## src/rtl/sfa_in_arbiter_pkg.sv

```systemverilog
// Shared constants for the 4-way input arbiter:
// direction codes, FSM encodings and a select decoder.
package sfa_in_arbiter_pkg;

  localparam logic [1:0] DIR_N = 2'd0;
  localparam logic [1:0] DIR_E = 2'd1;
  localparam logic [1:0] DIR_S = 2'd2;
  localparam logic [1:0] DIR_W = 2'd3;

  localparam logic ST_IDLE  = 1'b0;
  localparam logic ST_GRANT = 1'b1;

  function automatic logic [3:0] dir_onehot(
    input logic [1:0] d
  );
    return 4'b0001 << d;
  endfunction

endpackage

```

## src/rtl/sfa_rr_picker.sv

```systemverilog
// Rotating-priority picker: first requester found
// at ptr+1, ptr+2, ... (mod 4).
module sfa_rr_picker (
  input  logic [3:0] req,
  input  logic [1:0] ptr,
  output logic       any,
  output logic [1:0] pick
);

  logic [1:0] base;
  logic [7:0] dbl;
  logic [3:0] rot;

  assign base = ptr + 2'd1;
  assign dbl  = {req, req};
  assign rot  = dbl[{1'b0, base} +: 4];
  assign any  = |req;

  // Scan from the far end so the nearest requester wins.
  always_comb begin
    pick = base;
    for (int i = 3; i >= 0; i--) begin
      if (rot[i]) pick = base + 2'(i);
    end
  end

endmodule

```

## src/rtl/sfa_in_arbiter.sv

```systemverilog
// Round-robin grant controller for the N/E/S/W input
// switch: drives CONF and gates the stream handshakes.
module sfa_in_arbiter
  import sfa_in_arbiter_pkg::*;
#(
  parameter int BURST_LEN = 16,
  parameter int TIMEOUT   = 4
) (
  input  logic       ACLK,
  input  logic       ARESET,
  input  logic       EN,
  input  logic       sn_tvalid,
  input  logic       se_tvalid,
  input  logic       ss_tvalid,
  input  logic       sw_tvalid,
  output logic       sn_tready,
  output logic       se_tready,
  output logic       ss_tready,
  output logic       sw_tready,
  output logic [1:0] CONF,
  input  logic       sx_tvalid,
  output logic       sx_tready,
  output logic       mo_tvalid,
  input  logic       mo_tready,
  output logic       LOCKED
);

  localparam int CW = $clog2(BURST_LEN + 1);
  localparam int IW = (TIMEOUT > 0) ? $clog2(TIMEOUT + 1) : 1;
  localparam logic TO_EN = (TIMEOUT > 0);
  localparam logic [CW-1:0] CNT_LAST = CW'(BURST_LEN - 1);
  localparam logic [IW-1:0] IDLE_MAX = IW'(TIMEOUT);
  localparam logic [IW-1:0] IDLE_LAST =
    IW'((TIMEOUT > 0) ? TIMEOUT - 1 : 0);

  logic          state_q, state_d;
  logic [1:0]    conf_q, conf_d;
  logic [1:0]    ptr_q, ptr_d;
  logic [CW-1:0] cnt_q, cnt_d;
  logic [IW-1:0] idle_q, idle_d;

  logic [3:0] req;
  logic       any;
  logic [1:0] pick;
  logic       g_valid;
  logic       beat;
  logic       rel;
  logic       live;
  logic [3:0] rdy;

  assign req = {sw_tvalid, ss_tvalid, se_tvalid, sn_tvalid};

  sfa_rr_picker u_picker (
    .req  (req),
    .ptr  (ptr_q),
    .any  (any),
    .pick (pick)
  );

  assign g_valid = req[conf_q];
  assign beat    = g_valid & mo_tready;
  assign rel     = (beat && cnt_q == CNT_LAST)
                || (TO_EN && !g_valid && idle_q == IDLE_LAST);

  always_comb begin
    state_d = state_q;
    conf_d  = conf_q;
    ptr_d   = ptr_q;
    cnt_d   = cnt_q;
    idle_d  = idle_q;
    unique case (state_q)
      ST_IDLE: begin
        if (EN && any) begin
          conf_d  = pick;
          ptr_d   = pick;
          state_d = ST_GRANT;
        end
      end
      ST_GRANT: begin
        if (beat) cnt_d = cnt_q + 1'b1;
        if (g_valid) begin
          idle_d = '0;
        end else if (TO_EN && idle_q != IDLE_MAX) begin
          idle_d = idle_q + 1'b1;
        end
        if (rel) begin
          state_d = ST_IDLE;
          cnt_d   = '0;
          idle_d  = '0;
        end
      end
      default: state_d = ST_IDLE;
    endcase
  end

  always_ff @(posedge ACLK) begin
    if (ARESET) begin
      state_q <= ST_IDLE;
      conf_q  <= DIR_N;
      ptr_q   <= DIR_W;
      cnt_q   <= '0;
      idle_q  <= '0;
    end else begin
      state_q <= state_d;
      conf_q  <= conf_d;
      ptr_q   <= ptr_d;
      cnt_q   <= cnt_d;
      idle_q  <= idle_d;
    end
  end

  // Reset cycle must not complete a beat, even mid-burst.
  assign live = state_q & ~ARESET;
  assign rdy  = {4{mo_tready & live}} & dir_onehot(conf_q);

  assign LOCKED    = state_q;
  assign CONF      = conf_q;
  assign mo_tvalid = sx_tvalid & live;
  assign sx_tready = mo_tready & live;
  assign sn_tready = rdy[DIR_N];
  assign se_tready = rdy[DIR_E];
  assign ss_tready = rdy[DIR_S];
  assign sw_tready = rdy[DIR_W];

endmodule
```

## config.mk

```make
export PLATFORM = sky130hd
export DESIGN_NAME = sfa_in_arbiter
export DESIGN_NICKNAME = d
export VERILOG_FILES = /design/src/rtl/sfa_in_arbiter_pkg.sv /design/src/rtl/sfa_rr_picker.sv /design/src/rtl/sfa_in_arbiter.sv
export SDC_FILE = /design/constraint.sdc
export NUM_CORES = 1
export LEC_CHECK = 0
export BUFFER_PORTS_ARGS = -buffer_cell sky130_fd_sc_hd__buf_2
export CAP_MARGIN = 20
export CORE_MARGIN = 2
export CORE_UTILIZATION = 50
export DETAILED_ROUTE_END_ITERATION = 12
export PLACE_DENSITY = 0.73
export REMOVE_ABC_BUFFERS = 1
export SYNTH_ARGS = -nofsm -noshare
export SYNTH_HDL_FRONTEND = slang
export SYNTH_SLANG_ARGS = --single-unit
```

## constraint.sdc

```tcl
create_clock -name ACLK -period 2.3 [get_ports ACLK]
set_clock_uncertainty 0.05 [all_clocks]
set_input_delay 0.23 -clock ACLK [delete_from_list [all_inputs] [get_ports ACLK]]
set_output_delay 0.23 -clock ACLK [all_outputs]
set_load 0.01 [all_outputs]
```

==> impl_metrics.env <==
export IMPL_outcome="finished, final reports clean"
export IMPL_hold_viol=0
export IMPL_syn_area_sq_um=798.3
export IMPL_rows=14
export IMPL_synth_area_leaders="dfxtp_1, ha_1, a21oi_1"
export IMPL_hold_buffers=0
export IMPL_syn_to_final_growth_pct=16.46
export IMPL_instances_no_fill=134
export IMPL_drtAntennaViolNets=0
export IMPL_diodes=0
export IMPL_worstPathCellList="mux4_2, mux2i_1, or4_1, a211oi_2"
export IMPL_die_w_microns=43.96
export IMPL_ys_ff_latch=13
export IMPL_core_sq_um=1506
export IMPL_portBuffers=17
export IMPL_critPathMaxFanout=7
export IMPL_vias_per_cell=5.739
export IMPL_cts_buffer_depth=2
export IMPL_num_vias=769
export IMPL_routedWlPerCell_microns=11.92
export IMPL_gp_congestion=0.8476
export IMPL_min_period_ns=2.155
export IMPL_wl_microns=1597
export IMPL_cp_slowest_stage_delay_ns=0.61
export IMPL_rsz0062_at_grt="no"
export IMPL_synth_edf_count=0
export IMPL_path_delay_family="multiplexers"
export IMPL_syn_instance_count=98
export IMPL_crit_buf_inv=0
export IMPL_rrSetupSlack_ns=0.15
export IMPL_critical_path_class="reg2reg"
export IMPL_ys_warnings_count=0
export IMPL_yosys_cell_count_top_type="dfxtp_1"
export IMPL_clock_sinks=13
export IMPL_synth_top_area_cell="dfxtp_1"
export IMPL_synth_top_family_by_area="simple AND/OR/NAND/NOR gates"
export IMPL_arrival_ns=2.31
export IMPL_fin_area_sq_um=929.6
export IMPL_htreeDepth=1
export IMPL_drtIter0Drc=13
export IMPL_final_setup_tns_ns=0
export IMPL_drive_gt1_share_pct=20.34
export IMPL_antenna_found_initial=0
export IMPL_cp_slowest_cell="mux4_2"
export IMPL_synthAdderAreaFrac_pct=7.837
export IMPL_syn_area_per_cell_sq_um=8.146
export IMPL_cts_resized=0
export IMPL_tightestPinTransition_ns=0.7457
export IMPL_nFillCells=140
export IMPL_cts_tree="built"
export IMPL_grt_max_degree=16
export IMPL_slew_headroom_pct=49.00
export IMPL_yosysSeqAreaShare_pct=32.60
export IMPL_period_share_pct=93.69
export IMPL_remaining_drc_errors=0
export IMPL_place_area_sq_um=903.4
export IMPL_yosys_area_share_simple_pct=25.86
export IMPL_setup_viol=0
export IMPL_cts_root_buf="clkbuf_4"
export IMPL_synth_xor_area_share_pct=1.097
export IMPL_synth_compound_area_share_pct=22.10
export IMPL_required_ns=2.46
export IMPL_cp_end_kind="flip-flop"
export IMPL_vdd_drop_max_mv=0.3777
export IMPL_nets=133
export IMPL_critPathLaunchType="flip-flop"
export IMPL_first_global_vias=655
export IMPL_ioPinCount=18
export IMPL_async_reset_ff_share_pct=0
export IMPL_dieArea_sq_um=1932
export IMPL_synth_mux_area_share_pct=5.329
export IMPL_r2r_cells=4
export IMPL_start_util_pct=52.99
export IMPL_yosysTopAreaCellShare_pct=32.60
export IMPL_die_height_microns=43.96
export IMPL_final_core_util_pct=61.71
export IMPL_grt_pass1_wl_microns=2829
export IMPL_synth_ff_type="dfxtp_1"
export IMPL_maxCapViolations=0
export IMPL_dp_cells=130
export IMPL_grt_overflow_total=0
export IMPL_p_leak_nw=0.4006
export IMPL_timing_fmax_mhz=464.1
export IMPL_dp_hpwl_microns=1180
export IMPL_clk_latency_ns=0.28
export IMPL_min_path_cells=2
export IMPL_synthTopCellsByCount="dfxtp_1, nor2_1, a21oi_1, inv_1"
export IMPL_dr_pass1_iters=4
export IMPL_crit_cells=4
export IMPL_ys_types=29
export IMPL_hold_path_class="in2reg"
export IMPL_setup_ws_ns=0.1451
export IMPL_path_clk_slew_ns=0.09
export IMPL_place_ws_ns=0.1565
export IMPL_postCtsSetupBuffers=0
export IMPL_slew_violations=0
export IMPL_p_per_area_nw_per_um2=521.4
export IMPL_track_usage_pct=19.93
export IMPL_cts_buffers=3
## where the power goes
group	switching (mW)	internal, mW
logic	0.0503	0.0395
registers	0.0136	0.236
clock network	0.0786	0.0672
## stage by stage
step	hold slack, ns	total power [mW]
floorplan	0.2491	0.3082
global placement	0.4187	0.3423
detailed placement	0.4302	0.3438
CTS	0.2424	0.4912
global route	0.2648	0.5180
finish	0.2425	0.4847
## cells in the final DEF (no fill, tap or decap), types with 3 or more instances in the layout
master,count
a21oi_1,9
nor2_1,10
buf_2,17
nand2_1,5
o21ai_0,5
dfxtp_1,13
and3_1,3
or4_1,3
nand3_1,4
inv_1,9
nand2b_1,5
clkbuf_4,3
o31ai_1,3
ha_1,5
## kinds of logic (layout without fill, tap and decap cells)
kind of cell | count (synthesis) | count (layout)
buffers and inverters | 11 | 31
AND/OR/NAND/NOR | 38 | 38
adder cells (fa/ha/maj) | 5 | 5
flip-flops | 13 | 13
AO/OA/AOI/OAI | 27 | 27
multiplexers | 3 | 3
XOR/XNOR | 1 | 1
## layer usage
| metal | share of wire [%] | global-route usage [%] | vias up |
|---|---|---|---|
| met2 | 41 | 29.71 | 24 |
| met4 | 1.3 | 9.697 | 0 |
| met5 | 0 | 0 | - |
| li1 | - | - | 398 |
| met3 | 6.0 | 5.000 | 4 |
| met1 | 52 | 26.74 | 343 |
## state kept, by name, indices dropped and copies added, names as in the netlist
signal  count
LOCKED      1
ptr_q       2
idle_q      3
cnt_q       5
CONF        2
## path summary, 6_finish.rpt
kind | from | end
hold reg to reg | cnt_q[4] | cnt_q[4]
setup / recovery | CONF[0] | cnt_q[3]
setup reg to reg | CONF[0] | cnt_q[3]
hold / removal | ARESET | idle_q[2]
## area by class of cell
cell class	instances	area, sq um	share of cell area [%]
Clock buffer	4	26.28	2.826
Tap cell	16	20.02	2.153
Timing Repair Buffer	18	92.59	9.960
Multi-Input combinational cell	74	496.7	53.43
Inverter	9	33.78	3.634
Sequential cell	13	260.3	27.99
(Power assumes the default switching activity.)
